`src/rtl/mem_bus_pkg.sv`:
```
// Shared types and constants for the memory bus arbiter slice.
// Latency: n/a (declarations only).
// Backpressure: n/a.
//
// Contents: FSM state encoding, requester port ids, default bus widths and
// a small constant helper used to size the phase counter.
package mem_bus_pkg;

    // Default bus geometry of the memory module.
    localparam int ADDR_W = 4;
    localparam int DATA_W = 8;

    // Requester port ids; also the value stored in the round-robin pointer.
    localparam logic PORT0 = 1'b0;
    localparam logic PORT1 = 1'b1;

    // Bus sequencing phases.
    typedef enum logic [1:0] {
        IDLE   = 2'd0,
        SETUP  = 2'd1,
        STROBE = 2'd2,
        HOLD   = 2'd3
    } state_e;

    // Larger of two elaboration-time integers.
    function automatic int max2(input int a, input int b);
        return (a > b) ? a : b;
    endfunction

endpackage

```
`src/rtl/mem_bus_arbiter_if.sv`:
```
// Requester and memory-bus signal bundle for mem_bus_arbiter.
// Latency: n/a (wires only).
// Backpressure: requests are level-held until the matching done pulse.
//
// slave  : the arbiter side (consumes requests and bus_rdata, drives the bus).
// master : the requester / top-level side (drives requests and bus_rdata).
//   req0/we0/addr0/wdata0, req1/we1/addr1/wdata1 : requester inputs
//   done0/done1/rdata/busy                       : completion and status
//   bus_addr/bus_wdata/bus_oe/bus_rd/bus_wr      : memory bus controls
//   bus_rdata                                    : bus value sampled on reads
interface mem_bus_arbiter_if #(
    parameter int ADDR_W = mem_bus_pkg::ADDR_W,
    parameter int DATA_W = mem_bus_pkg::DATA_W
);
    // Port 0: front-panel manual access.
    logic              req0;
    logic              we0;
    logic [ADDR_W-1:0] addr0;
    logic [DATA_W-1:0] wdata0;

    // Port 1: scan / fill engine.
    logic              req1;
    logic              we1;
    logic [ADDR_W-1:0] addr1;
    logic [DATA_W-1:0] wdata1;

    // Completion and status.
    logic              done0;
    logic              done1;
    logic [DATA_W-1:0] rdata;
    logic              busy;

    // Memory bus towards the top-level tristate buffer.
    logic [ADDR_W-1:0] bus_addr;
    logic [DATA_W-1:0] bus_wdata;
    logic              bus_oe;
    logic              bus_rd;
    logic              bus_wr;
    logic [DATA_W-1:0] bus_rdata;

    modport slave (
        input  req0, we0, addr0, wdata0,
        input  req1, we1, addr1, wdata1,
        input  bus_rdata,
        output done0, done1, rdata, busy,
        output bus_addr, bus_wdata, bus_oe, bus_rd, bus_wr
    );

    modport master (
        output req0, we0, addr0, wdata0,
        output req1, we1, addr1, wdata1,
        output bus_rdata,
        input  done0, done1, rdata, busy,
        input  bus_addr, bus_wdata, bus_oe, bus_rd, bus_wr
    );

endinterface

```
`src/rtl/mem_bus_rr_arb.sv`:
```
// Two-way round-robin picker for the memory bus requesters.
// Latency: combinational, zero cycles.
// Backpressure: none; enable gates the grant, the pointer lives in the parent.
//
// Ports:
//   req[1:0] : request vector, bit n = port n
//   last     : port granted most recently (tie goes to the other port)
//   enable   : arbitration allowed this cycle
//   grant    : winning port index
//   valid    : grant is meaningful and should be taken
module mem_bus_rr_arb
    import mem_bus_pkg::*;
(
    input  logic [1:0] req,
    input  logic       last,
    input  logic       enable,
    output logic       grant,
    output logic       valid
);

    always_comb begin
        valid = enable && (req != 2'b00);
        case (req)
            2'b11:   grant = (last == PORT0) ? PORT1 : PORT0;
            2'b10:   grant = PORT1;
            default: grant = PORT0;
        endcase
    end

endmodule

```
`src/rtl/mem_bus_arbiter.sv`:
```
// Shares the memory bus between two requesters and sequences setup/strobe/hold.
// Latency: done pulses 1+SETUP_CYCLES+STROBE_CYCLES cycles after the req is sampled in IDLE.
// Backpressure: req is level-held until done; one IDLE cycle separates transactions.
//
// Ports:
//   clk, rst : clock, synchronous active-high reset
//   io       : mem_bus_arbiter_if.slave (requests, done/rdata/busy, memory bus)
// Build option: MEM_BUS_FIXED_PRIO_EN gives port 0 priority on every tie and
// drops the round-robin pointer (port 1 can starve).
//
// All bus controls and done pulses come straight from flops: the next-cycle
// values are decoded from the next state and registered, so the strobes seen
// by the memory are glitch-free. As a result bus_oe and bus_rd can never
// overlap and bus_wr only rises inside a bus_oe window.
module mem_bus_arbiter #(
    parameter int ADDR_W        = mem_bus_pkg::ADDR_W,
    parameter int DATA_W        = mem_bus_pkg::DATA_W,
    parameter int SETUP_CYCLES  = 1,
    parameter int STROBE_CYCLES = 4
) (
    input  logic              clk,
    input  logic              rst,
    mem_bus_arbiter_if.slave  io
);
    import mem_bus_pkg::*;

    localparam logic [1:0] ST_IDLE   = IDLE;
    localparam logic [1:0] ST_SETUP  = SETUP;
    localparam logic [1:0] ST_STROBE = STROBE;
    localparam logic [1:0] ST_HOLD   = HOLD;

    // The counter holds "cycles left minus one" for the current phase, so it
    // only needs to represent max(SETUP,STROBE); the +1 keeps it safe at 255.
    localparam int CNT_MAX = max2(SETUP_CYCLES, STROBE_CYCLES);
    localparam int CNT_W   = $clog2(CNT_MAX + 1);
    localparam logic [CNT_W-1:0] SETUP_LD  = CNT_W'(SETUP_CYCLES - 1);
    localparam logic [CNT_W-1:0] STROBE_LD = CNT_W'(STROBE_CYCLES - 1);

    // FSM and latched transaction.
    logic [1:0]        state_q,  state_d;
    logic [CNT_W-1:0]  cnt_q,    cnt_d;
    logic              we_q,     we_d;
    logic [ADDR_W-1:0] addr_q,   addr_d;
    logic [DATA_W-1:0] wdata_q,  wdata_d;
    logic              port_q,   port_d;
    logic [DATA_W-1:0] rdata_q,  rdata_d;

    // Registered outputs.
    logic [ADDR_W-1:0] bus_addr_q,  bus_addr_d;
    logic [DATA_W-1:0] bus_wdata_q, bus_wdata_d;
    logic              bus_oe_q,    bus_oe_d;
    logic              bus_rd_q,    bus_rd_d;
    logic              bus_wr_q,    bus_wr_d;
    logic              done0_q,     done0_d;
    logic              done1_q,     done1_d;
    logic              busy_q,      busy_d;

    // Arbitration.
    logic arb_grant;
    logic arb_vld;
    logic arb_last;

`ifdef MEM_BUS_FIXED_PRIO_EN
    // Pretending port 1 always went last makes every tie resolve to port 0.
    assign arb_last = PORT1;
`else
    logic last_q;

    // Reset to PORT1 so port 0 wins the first tie.
    always_ff @(posedge clk) begin
        if (rst) begin
            last_q <= PORT1;
        end else if (arb_vld) begin
            last_q <= arb_grant;
        end
    end

    assign arb_last = last_q;
`endif

    mem_bus_rr_arb u_arb (
        .req    ({io.req1, io.req0}),
        .last   (arb_last),
        .enable (state_q == ST_IDLE),
        .grant  (arb_grant),
        .valid  (arb_vld)
    );

    // Next state, counter and transaction latches.
    always_comb begin
        state_d = state_q;
        cnt_d   = cnt_q;
        we_d    = we_q;
        addr_d  = addr_q;
        wdata_d = wdata_q;
        port_d  = port_q;
        rdata_d = rdata_q;

        case (state_q)
            ST_IDLE: begin
                if (arb_vld) begin
                    state_d = ST_SETUP;
                    cnt_d   = SETUP_LD;
                    port_d  = arb_grant;
                    if (arb_grant == PORT1) begin
                        we_d    = io.we1;
                        addr_d  = io.addr1;
                        wdata_d = io.wdata1;
                    end else begin
                        we_d    = io.we0;
                        addr_d  = io.addr0;
                        wdata_d = io.wdata0;
                    end
                end
            end
            ST_SETUP: begin
                if (cnt_q == '0) begin
                    state_d = ST_STROBE;
                    cnt_d   = STROBE_LD;
                end else begin
                    cnt_d = cnt_q - CNT_W'(1);
                end
            end
            ST_STROBE: begin
                if (cnt_q == '0) begin
                    state_d = ST_HOLD;
                    // Last strobe cycle: the memory has had the full strobe
                    // width to drive the bus.
                    if (!we_q) begin
                        rdata_d = io.bus_rdata;
                    end
                end else begin
                    cnt_d = cnt_q - CNT_W'(1);
                end
            end
            ST_HOLD: begin
                state_d = ST_IDLE;
            end
            default: begin
                state_d = ST_IDLE;
            end
        endcase
    end

    // Output decode for the cycle being entered.
    always_comb begin
        busy_d      = (state_d != ST_IDLE);
        // Writes keep the data driven through HOLD; reads leave the bus
        // released through HOLD so the memory can turn around.
        bus_oe_d    = busy_d && we_d;
        bus_rd_d    = !we_d && ((state_d == ST_SETUP) || (state_d == ST_STROBE));
        bus_wr_d    = we_d && (state_d == ST_STROBE);
        bus_addr_d  = busy_d ? addr_d : '0;
        bus_wdata_d = bus_oe_d ? wdata_d : '0;
        done0_d     = (state_d == ST_HOLD) && (port_d == PORT0);
        done1_d     = (state_d == ST_HOLD) && (port_d == PORT1);
    end

    always_ff @(posedge clk) begin
        if (rst) begin
            state_q     <= ST_IDLE;
            cnt_q       <= '0;
            we_q        <= 1'b0;
            addr_q      <= '0;
            wdata_q     <= '0;
            port_q      <= PORT0;
            rdata_q     <= '0;
            bus_addr_q  <= '0;
            bus_wdata_q <= '0;
            bus_oe_q    <= 1'b0;
            bus_rd_q    <= 1'b0;
            bus_wr_q    <= 1'b0;
            done0_q     <= 1'b0;
            done1_q     <= 1'b0;
            busy_q      <= 1'b0;
        end else begin
            state_q     <= state_d;
            cnt_q       <= cnt_d;
            we_q        <= we_d;
            addr_q      <= addr_d;
            wdata_q     <= wdata_d;
            port_q      <= port_d;
            rdata_q     <= rdata_d;
            bus_addr_q  <= bus_addr_d;
            bus_wdata_q <= bus_wdata_d;
            bus_oe_q    <= bus_oe_d;
            bus_rd_q    <= bus_rd_d;
            bus_wr_q    <= bus_wr_d;
            done0_q     <= done0_d;
            done1_q     <= done1_d;
            busy_q      <= busy_d;
        end
    end

    assign io.bus_addr  = bus_addr_q;
    assign io.bus_wdata = bus_wdata_q;
    assign io.bus_oe    = bus_oe_q;
    assign io.bus_rd    = bus_rd_q;
    assign io.bus_wr    = bus_wr_q;
    assign io.done0     = done0_q;
    assign io.done1     = done1_q;
    assign io.busy      = busy_q;
    assign io.rdata     = rdata_q;

endmodule

```
`src/flat_wrapper.sv`:
```
// flat-port wrapper written by rule: the top's interface ports become plain ports
module mem_bus_arbiter_flat import mem_bus_pkg::*;
#(
    parameter int ADDR_W        = mem_bus_pkg::ADDR_W,
    parameter int DATA_W        = mem_bus_pkg::DATA_W,
    parameter int SETUP_CYCLES  = 1,
    parameter int STROBE_CYCLES = 4
)
  (clk, rst, io_req0, io_we0, io_addr0, io_wdata0, io_req1, io_we1, io_addr1, io_wdata1, io_bus_rdata, io_done0, io_done1, io_rdata, io_busy, io_bus_addr, io_bus_wdata, io_bus_oe, io_bus_rd, io_bus_wr);
  mem_bus_arbiter_if #(.ADDR_W(ADDR_W), .DATA_W(DATA_W)) io_i ();
  input  logic clk;
  input  logic rst;
  input wire logic [$bits(io_i.req0)-1:0] io_req0;
  input wire logic [$bits(io_i.we0)-1:0] io_we0;
  input wire logic [$bits(io_i.addr0)-1:0] io_addr0;
  input wire logic [$bits(io_i.wdata0)-1:0] io_wdata0;
  input wire logic [$bits(io_i.req1)-1:0] io_req1;
  input wire logic [$bits(io_i.we1)-1:0] io_we1;
  input wire logic [$bits(io_i.addr1)-1:0] io_addr1;
  input wire logic [$bits(io_i.wdata1)-1:0] io_wdata1;
  input wire logic [$bits(io_i.bus_rdata)-1:0] io_bus_rdata;
  output wire logic [$bits(io_i.done0)-1:0] io_done0;
  output wire logic [$bits(io_i.done1)-1:0] io_done1;
  output wire logic [$bits(io_i.rdata)-1:0] io_rdata;
  output wire logic [$bits(io_i.busy)-1:0] io_busy;
  output wire logic [$bits(io_i.bus_addr)-1:0] io_bus_addr;
  output wire logic [$bits(io_i.bus_wdata)-1:0] io_bus_wdata;
  output wire logic [$bits(io_i.bus_oe)-1:0] io_bus_oe;
  output wire logic [$bits(io_i.bus_rd)-1:0] io_bus_rd;
  output wire logic [$bits(io_i.bus_wr)-1:0] io_bus_wr;
  assign io_i.req0 = io_req0;
  assign io_i.we0 = io_we0;
  assign io_i.addr0 = io_addr0;
  assign io_i.wdata0 = io_wdata0;
  assign io_i.req1 = io_req1;
  assign io_i.we1 = io_we1;
  assign io_i.addr1 = io_addr1;
  assign io_i.wdata1 = io_wdata1;
  assign io_i.bus_rdata = io_bus_rdata;
  assign io_done0 = io_i.done0;
  assign io_done1 = io_i.done1;
  assign io_rdata = io_i.rdata;
  assign io_busy = io_i.busy;
  assign io_bus_addr = io_i.bus_addr;
  assign io_bus_wdata = io_i.bus_wdata;
  assign io_bus_oe = io_i.bus_oe;
  assign io_bus_rd = io_i.bus_rd;
  assign io_bus_wr = io_i.bus_wr;
  mem_bus_arbiter #(.ADDR_W(ADDR_W), .DATA_W(DATA_W), .SETUP_CYCLES(SETUP_CYCLES), .STROBE_CYCLES(STROBE_CYCLES)) u_core (.clk(clk), .rst(rst), .io(io_i));
endmodule
```
`config.mk`:
```
export PLATFORM = sky130hd
export DESIGN_NAME = mem_bus_arbiter_flat
export DESIGN_NICKNAME = d
export VERILOG_FILES = /design/src/rtl/mem_bus_pkg.sv /design/src/rtl/mem_bus_arbiter_if.sv /design/src/rtl/mem_bus_rr_arb.sv /design/src/rtl/mem_bus_arbiter.sv /design/src/flat_wrapper.sv
export SDC_FILE = /design/constraint.sdc
export NUM_CORES = 1
export LEC_CHECK = 0
export CAP_MARGIN = 20
export CORE_MARGIN = 10
export CORE_UTILIZATION = 40
export CTS_CLUSTER_DIAMETER = 50
export CTS_CLUSTER_SIZE = 14
export DETAILED_ROUTE_END_ITERATION = 10
export GPL_TIMING_DRIVEN = 0
export PLACE_DENSITY = 0.79
export SLEW_MARGIN = 20
export SYNTH_ARGS = -nofsm -noshare
export SYNTH_HDL_FRONTEND = slang
export SYNTH_SLANG_ARGS = --single-unit
```
`constraint.sdc`:
```
create_clock -name clk -period 4.1 [get_ports clk]
set_input_delay 0.82 -clock clk [delete_from_list [all_inputs] [get_ports clk]]
set_output_delay 0.82 -clock clk [all_outputs]
set_load 0.05 [all_outputs]
```
==> flow_summary.toml, run 1 <==
[floorplanning]
io-pin-count = 64
row_count = 25
fp.dieW_um = 90.24
fp.coreArea_um2 = 4755
die_area_um2 = 8142
start_util = 0.4150
die_h_um = 90.24

[sta]
period_needed_ps = 2525
rsz0062_at_grt = "false"
setup_viol = 0
skew_ps = 4.297
drv_slew = 0
slew_headroom = 0.5619
finalHoldViolations = 0
fin_ws_ps = 1575
fin_crit_sh = 0.6159
setup_tns_ps = 0
tightest_slew_ps = 657.2
whs_ps = 493.0
fmax_mhz = 396.0

[global_routing]
grt_use_total = 0.1144
grt-ovfl-total = 0
antenna_found_initial = 0
grt_pass1_vias = 1673
grt_max_degree = 15
grt_pass1_wl_um = 7907

[pwr]
power_density_nw_per_um2 = 747.1
power_mw = 2.072
vdd_drop_max_mv = 0.2560
power.leakage_nw = 1.060

[synth]
synth.yosys.seq_area_share = 0.4667
synth.top_cells.by_count = "46 x dfxtp_1, 39 x nor2_1, 20 x mux2i_1"
yosysMostFrequentCell = "dfxtp_1"
synth-compound-area-share = 0.1528
yosysTopAreaCell = "dfxtp_1"
synth_top_family_by_area = "simple AND/OR/NAND/NOR gates"
synth_area_um2 = 1973
ys_top_cells_by_area = "dfxtp_1 47%, mux2i_1 10%, nor2_1 7.4%"
syn_inst = 199
synth_xor_area_frac = 0
post_synth_and_or_nand_nor_area_fraction = 0.1871
synth.avg_cell_area_um2 = 9.915
synth_cell_types = 40
synthMuxAreaShare = 0.1015
ys_ff_latch = 46
synthAdderAreaFrac = 0.05073
synth_top_area_frac = 0.4667
async_flop_share = 0
synth_edf_count = 0
ys_warn_count = 0
synthesis.nets = 245
yosys_most_used_dff = "dfxtp_1"

[final_layout]
syn2layout_area_growth_pct = 40.58
final_core_util = 0.5834
antennaDiodeCount = 0
drive_gt1_frac = 0.1185
fin_area_um2 = 2774
final_cells = 337
nets = 315

[clocking]
cts_tree = "done"
cts.sinks = 46
numCtsBuffers = 5
clock_path_buffers = 2
cts_resized = 0
clk_latency_ps = 290
cts.clk_slew.worst_paths_ps = 80
postCtsHoldBufs = 0
cts_htree_levels = 2
cts-root-buf = "clkbuf_8"
cts_setup_buffers = 0

[setup_path]
crit_chain = "clkdlybuf4s50_1 -> o21a_1 -> buf_4 -> a221oi_1 -> ha_1 -> nor3_1"
worst_setup_path_end_kind = "register"
worstPathRequired_ps = 4320
cp.buffers_inverters = 2
critical_path.startpoint_type = "input port"
cp_slowest_cell = "a221oi_1"
crit_family = "compound AO/OA/AOI/OAI gates"
path_class = "input port to register"
crit_fanout = 10
cpPeakStageDelay_ps = 540
cp.arrival_ps = 2750

[place]
place_hpwl_um = 3671
gp_congestion = 0.7735
portBuffers = 63
dp_slack_ps = 1257
numPlacedInstances = 329
dpl_cell_area_um2 = 2688

[drt]
totalWireLength_um = 4633
vias = 1623
ant_nets = 0
drt-pass1-iter-count = 4
post-route-drc-count = 0
avgRoutedWirePerCell_um = 13.75
drtIter0Drc = 39
via_per_inst = 4.816

[hold_path]
hold_class = "register to register"

[run]
cap_violations = 0

[outcome]
status = "completed"
==> per-layer routing <==
metal / routed length [um] / global-route usage
met3: 253 / 0.03741
met1: 2143 / 0.1341
met5: 0 / 0
met2: 2206 / 0.1998
met4: 29 / 0.01989
==> power by group <==
part	switching, mW	internal [mW]	leakage, nW
Combinational	0.736	0.421	0.638
Clock	0.149	0.120	0.0452
Sequential	0.0545	0.592	0.377
Total	0.940	1.13	1.06
==> layout make-up <==
type | instances | area, um2
fill | 448 | 1981
multi-input combinational | 137 | 970.9
sequential | 46 | 920.9
timing repair buffer | 63 | 630.6
tap | 67 | 83.83
clock buffer | 6 | 72.57
buffer | 9 | 55.05
inverter | 7 | 26.28
clock inverter | 2 | 13.76
==> worst register-to-register path, delay by kind of cell, from the launching register on <==
| kind | cells | cell delay (ps) |
|---|---|---|
| compound gates | 2 | 700 |
| fa+ha+maj | 2 | 560 |
| buf+inv | 2 | 310 |
| flops | 1 | 430 |
| simple gates | 1 | 140 |
==> placed cells by master, fill, tap and decap left out, types with 2 or more instances in the layout <==
cell type	count
clkdlybuf4s50_1	63
dfxtp_1	46
nor2_1	39
mux2i_1	20
nand2_1	13
a211oi_2	10
ha_1	8
inv_1	7
nor2b_1	6
clkbuf_8	5
clkbuf_1	4
a21oi_1	4
o21ai_0	4
nor3_1	3
a211oi_1	3
nand2b_1	2
buf_2	2
buf_6	2
o211ai_1	2
nor2_2	2
nor3_2	2
==> registers in the layout, indices dropped and copies added, names as in the netlist <==
| name | flops |
|---|---|
| u_core.port_q | 1 |
| u_core.io.done0 | 1 |
| u_core.wdata_q | 8 |
| u_core.addr_q | 4 |
| u_core.io.done1 | 1 |
| u_core.io.bus_wr | 1 |
| u_core.io.bus_wdata | 8 |
| u_core.io.bus_oe | 1 |
| u_core.we_q | 1 |
| u_core.io.bus_rd | 1 |
| u_core.cnt_q | 3 |
| u_core.arb_last | 1 |
| u_core.io.bus_addr | 4 |
| u_core.io.rdata | 8 |
| u_core.io.busy | 1 |
| u_core.state_q | 2 |
==> path summary, 6_finish.rpt <==
| kind | start | slack (ps) | depth (start not counted) | end |
|---|---|---|---|---|
| setup / recovery | io_req0 | 1570 | 6 | u_core.io.bus_rd |
| hold reg to reg | u_core.cnt_q[0] | 490 | 1 | u_core.cnt_q[0] |
| setup reg to reg | u_core.state_q[0] | 1890 | 7 | u_core.io.bus_rd |
| hold / removal | u_core.cnt_q[0] | 490 | 1 | u_core.cnt_q[0] |
==> cell families (layout without fill, tap and decap cells) <==
kind of cell	after synthesis	in the layout
AOI/OAI and AO/OA	33	33
adders and majority gates	8	8
buffers and inverters	16	87
DFF	46	46
muxes	20	20
and+or+nand+nor	76	76
Power figures use the tool's default switching activity.
==> inputs of run 2 (changes only) <==
--- a/config.mk
+++ b/config.mk
@@ -12,7 +12,7 @@
 export CTS_CLUSTER_SIZE = 14
 export DETAILED_ROUTE_END_ITERATION = 10
 export GPL_TIMING_DRIVEN = 0
-export PLACE_DENSITY = 0.79
+export PLACE_DENSITY = 0.82
 export SLEW_MARGIN = 20
 export SYNTH_ARGS = -nofsm -noshare
 export SYNTH_HDL_FRONTEND = slang
==> constraint.sdc (replaced) <==
create_clock -name clk -period 2.2 [get_ports clk]
set_input_delay 0.44 -clock clk [delete_from_list [all_inputs] [get_ports clk]]
set_output_delay 0.44 -clock clk [all_outputs]
set_load 0.05 [all_outputs]
==> flow_summary.toml, run 2 (same netlist as run 1, synthesis figures left out) <==
[global_routing]
antenna_found_initial = 0
grt_max_degree = 14
grt-ovfl-total = 0
grt_use_total = 0.1179
grt_pass1_wl_um = 8135
grt_pass1_vias = 1682

[run]
cap_violations = 0

[hold_path]
min_from = "u_core.cnt_q[0]"
hold_class = "register to register"
hold-path-cell-count = 1
hold_path_end = "u_core.cnt_q[0]"

[clocking]
cts.clk_slew.worst_paths_ps = 80
clock_path_buffers = 2
numCtsBuffers = 5
clk_latency_ps = 290
cts.sinks = 46
cts-root-buf = "clkbuf_8"
cts_tree = "done"
cts_htree_levels = 2
postCtsHoldBufs = 0

[setup_path]
worst_setup_path_end_kind = "register"
cpPeakStageDelay_ps = 440
worstSetupStartpoint = "u_core.state_q[0]"
crit_family = "buffers and inverters"
reg2reg_from = "u_core.state_q[0]"
crit_fanout = 10
critical_path.startpoint_type = "register"
cp.arrival_ps = 2250
cp.buffers_inverters = 3
path_class = "register to register"
crit_chain = "inv_1 -> ha_1 -> o21a_1 -> buf_4 -> nor2_1 -> a32oi_1 -> nor2_2 -> buf_6 -> nor3_2"
worstReg2RegEnd = "u_core.io.bus_oe"
cp_slowest_cell = "dfxtp_1"
r2r_setup_slack_ps = 120
worstPathRequired_ps = 2360
r2r_cells = 9

[pwr]
power_mw = 4.068
power_density_nw_per_um2 = 1447
power.leakage_nw = 1.074
vdd_drop_max_mv = 0.5101

[sta]
fmax_mhz = 479.9
fin_crit_sh = 0.9471
whs_ps = 488.6
period_needed_ps = 2084
slew_headroom = 0.5446
setup_viol = 0
drv_slew = 0
skew_ps = 4.942
finalHoldViolations = 0
tightest_slew_ps = 683.1

[place]
dpl_cell_area_um2 = 2688
gp_congestion = 0.8178
numPlacedInstances = 329
place_hpwl_um = 3760
portBuffers = 63

[drt]
post-route-drc-count = 0
via_per_inst = 4.876
drtIter0Drc = 67
ant_nets = 0
drt-pass1-iter-count = 4
totalWireLength_um = 4959
avgRoutedWirePerCell_um = 14.67
vias = 1648

[final_layout]
final_cell_mix = "63 x clkdlybuf4s50_1, 46 x dfxtp_1, 39 x nor2_1"
final_core_util = 0.5913
final_cells = 338
n_fill_cell = 428
final_common_cell = "clkdlybuf4s50_1"
antennaDiodeCount = 0
nets = 316
syn2layout_area_growth_pct = 42.49
drive_gt1_frac = 0.1255
fin_area_um2 = 2811

[floorplanning]
die_h_um = 90.24
row_count = 25
fp.coreArea_um2 = 4755
die_area_um2 = 8142
io-pin-count = 64
fp.dieW_um = 90.24
start_util = 0.4150

[outcome]
status = "completed"
## run 2: cell types whose count changed in the layout (fill, tap and decap cells not counted)
cell       previous run  this run
a221oi_1              1         0
a21oi_1               4         3
bufinv_16             0         1
a21oi_2               0         1
buf_4                 1         2
a221oi_2              1         2
clkinv_4              1         0
clkbuf_1              4         5
clkinv_2              1         0
## run 2: layout make-up
type                    count  area [um2]  area share
clock inverters             1       30.03     0.01068
repair buffers             64       638.1      0.2270
inverters                   7       26.28    0.009346
well taps                  67       83.83     0.02982
multi-input cells         137       980.9      0.3489
plain buffers               9       55.05     0.01958
clock buffers               7       76.32     0.02715
flip-flops and latches     46       920.9      0.3275
## run 2: timing repair
item                                   4_1_cts  5_1_grt
pin swaps                                    0        1
gates resized for setup                      1        1
endpoints found under the hold margin        0        0
setup endpoints to repair                    1        1
buffers inserted                             0        1
gates cloned                                 0        0
## run 2: worst max-delay path by stage
stage	to	cells past startpoint
2_1_floorplan	u_core.io.bus_rd	7
3_3_place_gp	u_core.io.bus_rd	6
3_5_place_dp	u_core.io.bus_rd	6
4_1_cts	u_core.io.bus_rd	7
5_1_grt	u_core.io.bus_rd	7
6_report	u_core.io.bus_oe	9
## run 2: through the flow
step | TNS (ps) | setup slack (ps)
finish | 0 | 116.3
global placement | -438.6 | -280.7
CTS | 0 | 63.94
detailed placement | -1058 | -281.8
floorplan | 0 | 309.4
global route | -18.25 | -18.25
## run 2: worst reg2reg max path, delay by kind of cell, from the launching register on
family,cells,cell delay [ps]
and+or+nand+nor,3,470
adders and majority gates,1,280
buffers and inverters,3,500
DFF,1,440
AOI/OAI and AO/OA,2,270
## run 2: power breakdown
| group | switching (mW) | internal (mW) |
|---|---|---|
| clock network | 0.269 | 0.340 |
| registers | 0.107 | 1.10 |
| logic | 1.43 | 0.814 |
| total | 1.81 | 2.26 |
## run 2: routing by layer
| layer | GRT usage | part of all wire |
|---|---|---|
| met2 | 0.2052 | 0.49 |
| met1 | 0.1369 | 0.45 |
| met3 | 0.03741 | 0.056 |
| met4 | 0.02785 | 0.012 |
| met5 | 0 | 0 |
